**src/rtl/lsu_ahb_buf.sv**
```systemverilog
// lsu_ahb_buf
//   Decoupling buffer between the core LSU request/response port and the
//   LSU-side port of the AHB-Lite master. Requests go through an in-order
//   request FIFO and bus responses through a response FIFO. A credit counter
//   bounds the number of transactions in flight so the response FIFO can
//   never overflow. Every core-facing and bus-facing valid/ready is a
//   function of registered state, which breaks the combinational path
//   between core and bus.
//
//   Optional feature (compile macro LSU_BUF_TIMEOUT_EN):
//     A bus response timer. On expiry a synthetic 32'hDEAD_BEEF response is
//     returned to the core, timeout_err is set (sticky), and the late bus
//     response is swallowed when it eventually arrives. Without the macro,
//     timeout_err is tied to 0 and the block waits indefinitely.
//
// Parameters
//   REQ_DEPTH    request FIFO entries (power of 2, >= 2)
//   RSP_DEPTH    response FIFO entries (power of 2, >= 2); max outstanding
//   TIMEOUT_CYC  bus response timeout in cycles (timeout build only)
//
// Ports
//   clk, rstn                 clock, asynchronous active-low reset
//   lsu_req_*                 core request in (vld/rdy, wen, rwtyp, addr, wdata)
//   lsu_rsp_*                 core response out (vld/rdy, rdata)
//   ahbm_req_*                request out to AHB master (head of request FIFO)
//   ahbm_rsp_*                response in from AHB master
//   credit_cnt                transactions accepted from core, not yet returned
//   timeout_err               sticky bus-timeout flag
module lsu_ahb_buf #(
  parameter int REQ_DEPTH   = 2,
  parameter int RSP_DEPTH   = 2,
  parameter int TIMEOUT_CYC = 1024
) (
  input  logic                         clk,
  input  logic                         rstn,
  input  logic                         lsu_req_vld,
  output logic                         lsu_req_rdy,
  input  logic                         lsu_req_wen,
  input  logic [2:0]                   lsu_req_rwtyp,
  input  logic [31:0]                  lsu_req_addr,
  input  logic [31:0]                  lsu_req_wdata,
  output logic                         lsu_rsp_vld,
  input  logic                         lsu_rsp_rdy,
  output logic [31:0]                  lsu_rsp_rdata,
  output logic                         ahbm_req_vld,
  input  logic                         ahbm_req_rdy,
  output logic                         ahbm_req_wen,
  output logic [2:0]                   ahbm_req_rwtyp,
  output logic [31:0]                  ahbm_req_addr,
  output logic [31:0]                  ahbm_req_wdata,
  input  logic                         ahbm_rsp_vld,
  output logic                         ahbm_rsp_rdy,
  input  logic [31:0]                  ahbm_rsp_rdata,
  output logic [$clog2(RSP_DEPTH):0]   credit_cnt,
  output logic                         timeout_err
);

  localparam int QAW = $clog2(REQ_DEPTH);
  localparam int SAW = $clog2(RSP_DEPTH);
  localparam int CW  = SAW + 1;
  localparam logic [CW-1:0] CRED_MAX = CW'(RSP_DEPTH);

  typedef struct packed {
    logic        wen;
    logic [2:0]  rwtyp;
    logic [31:0] addr;
    logic [31:0] wdata;
  } req_t;

  // ---------------------------------------------------------------------------
  // Request FIFO
  // ---------------------------------------------------------------------------
  req_t         req_mem [REQ_DEPTH];
  logic [QAW:0] req_wptr, req_rptr;
  logic         req_full, req_empty;
  logic         lsu_req_hs, ahbm_req_hs;
  req_t         req_head;

  assign req_empty = (req_wptr == req_rptr);
  assign req_full  = (req_wptr[QAW] != req_rptr[QAW]) &&
                     (req_wptr[QAW-1:0] == req_rptr[QAW-1:0]);

  // rstn gates ready so the core sees "not ready" for the whole reset pulse.
  assign lsu_req_rdy = rstn && !req_full && (credit_cnt < CRED_MAX);
  assign lsu_req_hs  = lsu_req_vld && lsu_req_rdy;
  assign ahbm_req_hs = ahbm_req_vld && ahbm_req_rdy;

  always_ff @(posedge clk or negedge rstn) begin
    if (!rstn) begin
      req_wptr <= '0;
      req_rptr <= '0;
      // NOTE: the storage is reset so every data output reads 0 out of reset;
      // with only a few entries this is cheap. Deep FIFOs normally skip this.
      for (int i = 0; i < REQ_DEPTH; i++) req_mem[i] <= '0;
    end else begin
      // NOTE: state is always updated with <=, so every process sees the
      // pre-edge value of every register regardless of statement order.
      if (lsu_req_hs) begin
        req_mem[req_wptr[QAW-1:0]] <= '{wen:   lsu_req_wen,   rwtyp: lsu_req_rwtyp,
                                        addr:  lsu_req_addr,  wdata: lsu_req_wdata};
        req_wptr <= req_wptr + (QAW+1)'(1);
      end
      if (ahbm_req_hs) req_rptr <= req_rptr + (QAW+1)'(1);
    end
  end

  assign req_head       = req_mem[req_rptr[QAW-1:0]];
  assign ahbm_req_vld   = !req_empty;
  assign ahbm_req_wen   = req_head.wen;
  assign ahbm_req_rwtyp = req_head.rwtyp;
  assign ahbm_req_addr  = req_head.addr;
  assign ahbm_req_wdata = req_head.wdata;

  // ---------------------------------------------------------------------------
  // Response FIFO
  // ---------------------------------------------------------------------------
  logic [31:0]  rsp_mem [RSP_DEPTH];
  logic [SAW:0] rsp_wptr, rsp_rptr;
  logic         rsp_full, rsp_empty;
  logic         rsp_push, rsp_pop;
  logic [31:0]  rsp_push_data;

  assign rsp_empty = (rsp_wptr == rsp_rptr);
  assign rsp_full  = (rsp_wptr[SAW] != rsp_rptr[SAW]) &&
                     (rsp_wptr[SAW-1:0] == rsp_rptr[SAW-1:0]);
  assign rsp_pop   = lsu_rsp_vld && lsu_rsp_rdy;

  always_ff @(posedge clk or negedge rstn) begin
    if (!rstn) begin
      rsp_wptr <= '0;
      rsp_rptr <= '0;
      for (int i = 0; i < RSP_DEPTH; i++) rsp_mem[i] <= '0;
    end else begin
      if (rsp_push) begin
        rsp_mem[rsp_wptr[SAW-1:0]] <= rsp_push_data;
        rsp_wptr <= rsp_wptr + (SAW+1)'(1);
      end
      if (rsp_pop) rsp_rptr <= rsp_rptr + (SAW+1)'(1);
    end
  end

  assign lsu_rsp_vld   = !rsp_empty;
  assign lsu_rsp_rdata = rsp_mem[rsp_rptr[SAW-1:0]];

  // ---------------------------------------------------------------------------
  // Credit and bus-pending counters
  // ---------------------------------------------------------------------------
  logic [CW-1:0] ahb_pend;
  logic          ahbm_rsp_hs, pend_nz, pend_dec;

  assign ahbm_rsp_hs = ahbm_rsp_vld && ahbm_rsp_rdy;
  assign pend_nz     = (ahb_pend != '0);

  always_ff @(posedge clk or negedge rstn) begin
    if (!rstn) begin
      credit_cnt <= '0;
      ahb_pend   <= '0;
    end else begin
      case ({lsu_req_hs, rsp_pop})
        2'b10:   credit_cnt <= credit_cnt + CW'(1);
        2'b01:   credit_cnt <= credit_cnt - CW'(1);
        default: credit_cnt <= credit_cnt;
      endcase
      case ({ahbm_req_hs, pend_dec})
        2'b10:   ahb_pend <= ahb_pend + CW'(1);
        2'b01:   ahb_pend <= ahb_pend - CW'(1);
        default: ahb_pend <= ahb_pend;
      endcase
    end
  end

`ifdef LSU_BUF_TIMEOUT_EN
  // ---------------------------------------------------------------------------
  // Bus response timeout
  // ---------------------------------------------------------------------------
  localparam int TW = $clog2(TIMEOUT_CYC);
  localparam logic [TW-1:0] TMAX = TW'(TIMEOUT_CYC - 1);

  logic [TW-1:0] timer;
  // Counts responses still owed by the bus for transactions already answered
  // synthetically; wide enough for many back-to-back timeouts.
  logic [7:0]    drop_cnt;
  logic          drop_nz, rsp_fwd, expire, err_q;

  assign drop_nz = (drop_cnt != '0);
  // While late responses are owed they are always accepted, even if full.
  assign ahbm_rsp_rdy = !rsp_full || drop_nz;
  assign rsp_fwd      = ahbm_rsp_hs && !drop_nz && pend_nz;
  // A real response in the expiry cycle wins.
  assign expire        = pend_nz && !ahbm_rsp_hs && (timer == TMAX);
  assign rsp_push      = rsp_fwd || expire;
  assign rsp_push_data = expire ? 32'hDEAD_BEEF : ahbm_rsp_rdata;
  assign pend_dec      = rsp_fwd || expire;
  assign timeout_err   = err_q;

  always_ff @(posedge clk or negedge rstn) begin
    if (!rstn) begin
      timer    <= '0;
      drop_cnt <= '0;
      err_q    <= 1'b0;
    end else begin
      if (ahbm_rsp_hs || (ahbm_req_hs && !pend_nz) || expire) timer <= '0;
      else if (pend_nz)                                       timer <= timer + TW'(1);

      if (expire)                      drop_cnt <= drop_cnt + 8'd1;
      else if (ahbm_rsp_hs && drop_nz) drop_cnt <= drop_cnt - 8'd1;

      if (expire) err_q <= 1'b1;
    end
  end
`else
  // Responses arriving with nothing pending are protocol errors and dropped.
  assign ahbm_rsp_rdy  = !rsp_full;
  assign rsp_push      = ahbm_rsp_hs && pend_nz;
  assign rsp_push_data = ahbm_rsp_rdata;
  assign pend_dec      = rsp_push;
  assign timeout_err   = 1'b0;

  // TIMEOUT_CYC only matters to the timeout build.
  logic unused_timeout_cyc;
  assign unused_timeout_cyc = (TIMEOUT_CYC != 0);
`endif

endmodule

```
**config.mk**
```make
export PLATFORM = sky130hd
export DESIGN_NAME = lsu_ahb_buf
export DESIGN_NICKNAME = d
export VERILOG_FILES = /design/src/rtl/lsu_ahb_buf.sv
export SDC_FILE = /design/constraint.sdc
export NUM_CORES = 1
export LEC_CHECK = 0
export ABC_AREA = 1
export BUFFER_PORTS_ARGS = -buffer_cell sky130_fd_sc_hd__buf_2
export CAP_MARGIN = 10
export CELL_PAD_IN_SITES_DETAIL_PLACEMENT = 1
export CELL_PAD_IN_SITES_GLOBAL_PLACEMENT = 1
export CORE_MARGIN = 2
export CORE_UTILIZATION = 36
export CTS_BUF_LIST = sky130_fd_sc_hd__clkbuf_4 sky130_fd_sc_hd__clkbuf_8
export CTS_CLUSTER_DIAMETER = 40
export DETAILED_ROUTE_END_ITERATION = 12
export PLACE_DENSITY_LB_ADDON = 0.2
export SYNTH_ARGS = -nofsm -noshare
export SYNTH_HDL_FRONTEND = slang
export SYNTH_SLANG_ARGS = --single-unit
```
**constraint.sdc**
```tcl
create_clock -name clk -period 1.8 [get_ports clk]
set_clock_uncertainty 0.2 [all_clocks]
set_input_delay 0.36 -clock clk [delete_from_list [all_inputs] [get_ports clk]]
set_output_delay 0.36 -clock clk [all_outputs]
set_load 0.01 [all_outputs]
```
# Word-level counts from Yosys, hierarchy flattened

Index checks and enable logic that the tools add are counted.
W data, S select, Z words.

Register bits: 212
Bits in latches: 0
Memory bits (writable): 0
Memories: 0
Word-level logic and storage cells: 77
Bits in read-only memories: 0
Input port bits: 106
Output and inout port bits: 107

Multiply operators: 0
Divide/modulo/power cells: 0
Add/subtract/negate cells: 8
Equal/unequal tests: 10
Reduce and logical (&&, ||, !) cells: 18
Muxes and demuxes: 14
Bitwise logic cells: 4
Magnitude comparators: 7
Shift operators: 0

Operators with widths:

| operator              | count |
|---|---|
| $mux W68              | 4 |
| $bwmux W136           | 1 |
| $mux W32              | 4 |
| $demux W68 S1         | 1 |
| $bwmux W64            | 1 |
| $demux W32 S1         | 1 |
| $add A2 B1 Y2 const B | 6 |
| $logic_and A1 B1 Y1   | 11 |
| $ge A2 B2 Y1 const B  | 4 |
| $not A1 Y2            | 4 |
| $pmux W2 S2           | 2 |
| $reduce_bool A2 Y1    | 3 |
| $eq A2 B1 Y1 const B  | 2 |
| $eq A2 B2 Y1          | 2 |
| $eq A2 B2 Y1 const B  | 2 |
| $logic_not A1 Y1      | 4 |
| $lt A2 B1 Y1 const B  | 2 |
| $sub A2 B1 Y2 const B | 2 |
| $eq A1 B1 Y1          | 2 |
| $lt A2 B2 Y1 const B  | 1 |
| $ne A1 B1 Y1          | 2 |

# Longest topological paths before layout

Depth after elaboration: 8
Mapped depth: 11
Gate-level depth less buffers: 10

# Least setup slack after synthesis

No wires, ideal clock.

Path kind: reg2reg
From: reg rsp_rptr[0]
To: reg credit_cnt[1]
Cell stages (with the launch flop): 10
Period minus slack after synthesis: 1945 ps
Arrival: 1618 ps
Data required time: 1474 ps
Path buffers: 1
Library setup time: 126 ps
Setup slack: -145 ps
Cell sequence: dfrtp_1 buf_2 xnor2_1 nand2_1 nand2_1 inv_1 ha_1 a21oi_1 o21ai_0 xnor2_1

Word-level cells in the longest chain between the ends: 5
Elaborated cells between the ends (all ways): 7
Those cells by class: 3 x eq/ne; 1 x mux; 3 x reduce/logical

Ends and longest elaborated chain:

| item                                                     | RTL line | text |
|---|---|---|
| start, declared                                          | 118      | `logic [SAW:0] rsp_wptr, rsp_rptr;` |
| start signal, assigned                                   | 138      | `if (rsp_pop) rsp_rptr <= rsp_rptr + (SAW+1)'(1);` |
| $eq A2 B2 Y1 (*)                                         | 123      | `assign rsp_empty = (rsp_wptr == rsp_rptr);` |
| $logic_not A1 Y1 (*)                                     | 142      | `assign lsu_rsp_vld = !rsp_empty;` |
| via lsu_rsp_vld                                          | 42       | `output logic lsu_rsp_vld,` |
| $logic_and A1 B1 Y1 (*)                                  | 126      | `assign rsp_pop = lsu_rsp_vld && lsu_rsp_rdy;` |
| via rsp_pop                                              | 120      | `logic rsp_push, rsp_pop;` |
| $eq A2 B1 Y1 / $eq A2 B2 Y1 (equally long branches)      | 159      | `case ({lsu_req_hs, rsp_pop})` |
| $pmux W2 S2 / $reduce_bool A2 Y1 (equally long branches) | -        |  |
| end signal, assigned                                     | 160      | `2'b10: credit_cnt <= credit_cnt + CW'(1);` |
| end signal, assigned                                     | 161      | `2'b01: credit_cnt <= credit_cnt - CW'(1);` |
| end signal, assigned                                     | 162      | `default: credit_cnt <= credit_cnt;` |
| end, declared                                            | 54       | `output logic [$clog2(RSP_DEPTH):0] credit_cnt,` |

Mark *: on every way through the listed nets, which the timed path passes. The rest lies on a longest branch.
A chain may end at the register's enable or synchronous reset.

# Worst setup path after layout

From: reg rsp_rptr[0]
To: out ahbm_rsp_rdy

Word-level cells in the longest chain between the ends: 3

Ends and longest elaborated chain:

| item                | RTL line | text |
|---|---|---|
| $eq A1 B1 Y1        | 125      | `(rsp_wptr[SAW-1:0] == rsp_rptr[SAW-1:0]);` |
| $logic_and A1 B1 Y1 | 124      | `assign rsp_full = (rsp_wptr[SAW] != rsp_rptr[SAW]) &&` |
| $logic_not A1 Y1    | 213      | `assign ahbm_rsp_rdy = !rsp_full;` |
| end, declared       | 52       | `output logic ahbm_rsp_rdy,` |

Every way passes these cells.

==> impl_metrics.toml <==
[layout]
drive_gt1_share_pct = 36.57
nets = 1724
final_core_util_pct = 61.35
area_growth_syn_to_layout_pct = 66.28
layoutNonFillerInstCount = 1978

[floorplanning]
rows = 58
ioPinCount = 213
die_area_um2 = 27260
floorplan.initialDensity_pct = 36.89
coreArea_um2 = 25330
die_w_um = 165.1
die_h_um = 165.1

[worst_setup_path]
cp-end-kind = "output port"
cp-start-kind = "register"
cp_slowest_cell = "dfrtp_2"
crit_path_cell_trace = "buf_6 > xnor2_4 > nand2_2 > buf_6 > buf_6"
worstPathArrival_ns = 1.71
crit_path_start = "rsp_rptr[0]"
crit_top_cell = "buf_6"
critPathKind = "register to output port"
cp_max_fo = 3
crit_required_ns = 1.24
r2r_start = "rsp_rptr[0]"
worst_r2r_path_depth = 10
slowest_delay_ns = 0.45

[power]
power_density_nw_per_um2 = 2022
cellLeakagePower_nw = 8.431
pwr-share-comb_pct = 54.3
power_frac_clock_pct = 17.1
ir_worst_vdd_mv = 1.017
p_int_mw = 18.25
switchingPower_mw = 13.17
total_power_mw = 31.42
p_seq_share_pct = 28.6
p_sw_share_pct = 41.93

[drt]
via_per_inst = 5.019
via_count = 9928
drtIter0Drc = 608
routed_wl_um = 43200
ant_nets = 0
drc_errors = 0
dr.pass1.iters = 4
avgRoutedWirePerCell_um = 21.84

[clock_tree]
cts_tree = "built"
clockBufferDepth = 3
clock_tree.root_cell = "clkbuf_8"
numCtsBuffers = 42
htreeDepth = 2
clkTransAtPathRegs_ns = 0.06
clk_latency_ns = 0.55
cts.sinks = 212

[timing]
postLayoutSetupSlackWorst_ns = -0.4677
slew_headroom_pct = 59.35
max_freq_ghz = 0.4410
tightest_slew_ns = 0.6098
setup_viol = 298
timing.final.max_slew_violations = 0
rsz0062_at_grt = "true"
setup_tns_ns = -68.59
fin_crit_sh_pct = 126.0
hold_viol = 0
period_needed_ns = 2.268

[synth]
syn_area_per_cell_um2 = 7.697
yosysUniqueCellTypes = 23
synthCells = 1214
synth_area_um2 = 9344
synth-seq-cells = 212
yosysWarnings = 0
syn-num-nets = 1322
yosysSeqAreaShare_pct = 56.78

[status]
outcome = "complete, but fails checks"
violations = "setup timing"

[grt]
grt_pass1_wl_um = 51330
grt.overflow.total = 0
antenna_found_initial = 2
first_global_vias = 9851
grt_use_total_pct = 24.11
grt_max_degree = 110

[placement]
gp_congestion = 0.7530
dp.cells = 1724
numPortBuffers = 211
dp_slack_ns = -0.06825
place_hpwl_um = 17990

[hold_path]
hold_depth = 4
hp-class = "input port to register"
hold_path_startpoint = "lsu_rsp_rdy"

[flow_run]
cap_violations = 0
-- critical path: cells and delay by family (launching register included) --
kind / cells / cell delay, ns
xor+xnor: 1 / 0.18
buf+inv: 3 / 0.40
flops: 1 / 0.45
simple gates: 1 / 0.12
-- sequential cells by signal (all words and copies together) (netlist names) --
signal / flops
req_mem: 136
rsp_mem: 64
ahb_pend: 2
credit_cnt: 2
req_rptr: 2
req_wptr: 2
rsp_rptr: 2
rsp_wptr: 2
-- logic make-up (layout without fill, tap and decap cells) --
| kind of cell | count (synthesis) | in the layout | share of synthesized area (%) |
|---|---|---|---|
| flip-flops | 212 | 212 | 56.78 |
| AO/OA/AOI/OAI | 72 | 72 | 3.883 |
| adder cells (fa/ha/maj) | 2 | 2 | 0.2678 |
| buffers and inverters | 108 | 540 | 5.088 |
| XOR/XNOR | 9 | 9 | 0.8436 |
| AND/OR/NAND/NOR | 810 | 810 | 33.10 |
| other | 1 | 3 | 0.04013 |
-- worst paths after layout --
path	endpoint	slack [ns]
setup / recovery	ahbm_rsp_rdy	-0.47
hold / removal	rsp_rptr[0]	0.05
setup reg to reg	rsp_mem[12]	-0.45
hold reg to reg	req_mem[31]	0.28
max in group asynchronous	req_rptr[0]	0.49
min in group asynchronous	req_mem[51]	0.40
-- what timing repair did --
| item | in CTS | in global routing |
|---|---|---|
| buffers inserted | 17 | 19 |
| hold endpoints to repair | 413 | 0 |
| pin swaps | 23 | 42 |
| cloned | 9 | 34 |
| resized for setup | 124 | 281 |
| setup endpoints to repair | 106 | 308 |
| hold buffers | 102 | 0 |
-- cell usage after synthesis --
master	count	area, um^2
a21oi_1	3	15.01
buf_1	2	7.510
buf_2	23	115.1
buf_4	1	7.510
buf_6	5	56.30
clkbuf_1	34	127.6
clkinv_1	1	3.750
conb_1	1	3.750
dfrtp_1	212	5305
ha_1	2	25.02
inv_1	40	150.1
inv_2	2	7.510
nand2_1	797	2992
nand2_2	1	6.260
nand3_1	3	15.01
nand3_4	1	17.52
nand4_2	2	25.02
nor2_1	4	15.01
nor2_4	2	22.52
o21a_1	1	7.510
o21ai_0	68	340.3
xnor2_1	7	61.31
xor2_1	2	17.52
-- per-layer routing --
layer / up-vias / wire (um) / GRT usage, %
met1: 5023 / 16710 / 29.87
met2: 291 / 22450 / 41.36
met3: 110 / 2326 / 5.919
met4: 0 / 1714 / 7.866
met5: - / 0 / 0
li1: 4504 / - / -
-- cell usage in the layout, fill, tap and decap left out, types with 5 or more instances in the layout --
master,count
dlygate4sd3_1,102
clkbuf_8,57
o21ai_0,29
buf_16,8
inv_1,38
buf_4,25
buf_2,155
nand2_2,109
nand2_1,638
o21ai_1,14
clkbuf_16,22
clkbuf_4,10
clkinv_2,5
dfrtp_1,209
buf_12,26
o21ai_2,24
nand2_4,51
buf_8,12
xnor2_1,5
buf_6,73
-- final cells by class --
| type | count | area [um^2] |
|---|---|---|
| multi-input cells | 894 | 4429 |
| well taps | 330 | 412.9 |
| diodes | 2 | 5.005 |
| clock buffers | 67 | 859.6 |
| inverters | 43 | 181.4 |
| repair buffers | 423 | 4278 |
| clock inverters | 7 | 62.56 |
| fillers | 2881 | 9789 |
| flip-flops and latches | 212 | 5309 |
-- power by group through the flow --
stage | Sequential (mW) | Clock, mW | Combinational (mW)
after floorplan | 8.09 | 0 | 5.99
after global routing | 9.19 | 5.67 | 18.2
after CTS | 8.43 | 5.38 | 12.5
final | 8.99 | 5.37 | 17.1
after detailed placement | 8.40 | 0 | 9.94
after global placement | 8.29 | 0 | 9.69
-- per-stage QoR --
| stage | cell area, um^2 | hold slack (ns) |
|---|---|---|
| after detailed placement | 11010 | 0.2649 |
| after global placement | 11010 | 0.2614 |
| after global routing | 15530 | 0.05570 |
| final | 15540 | 0.04746 |
| after CTS | 13740 | 0.01715 |
| after floorplan | 9393 | -0.1356 |
(Power assumes the default switching activity.)
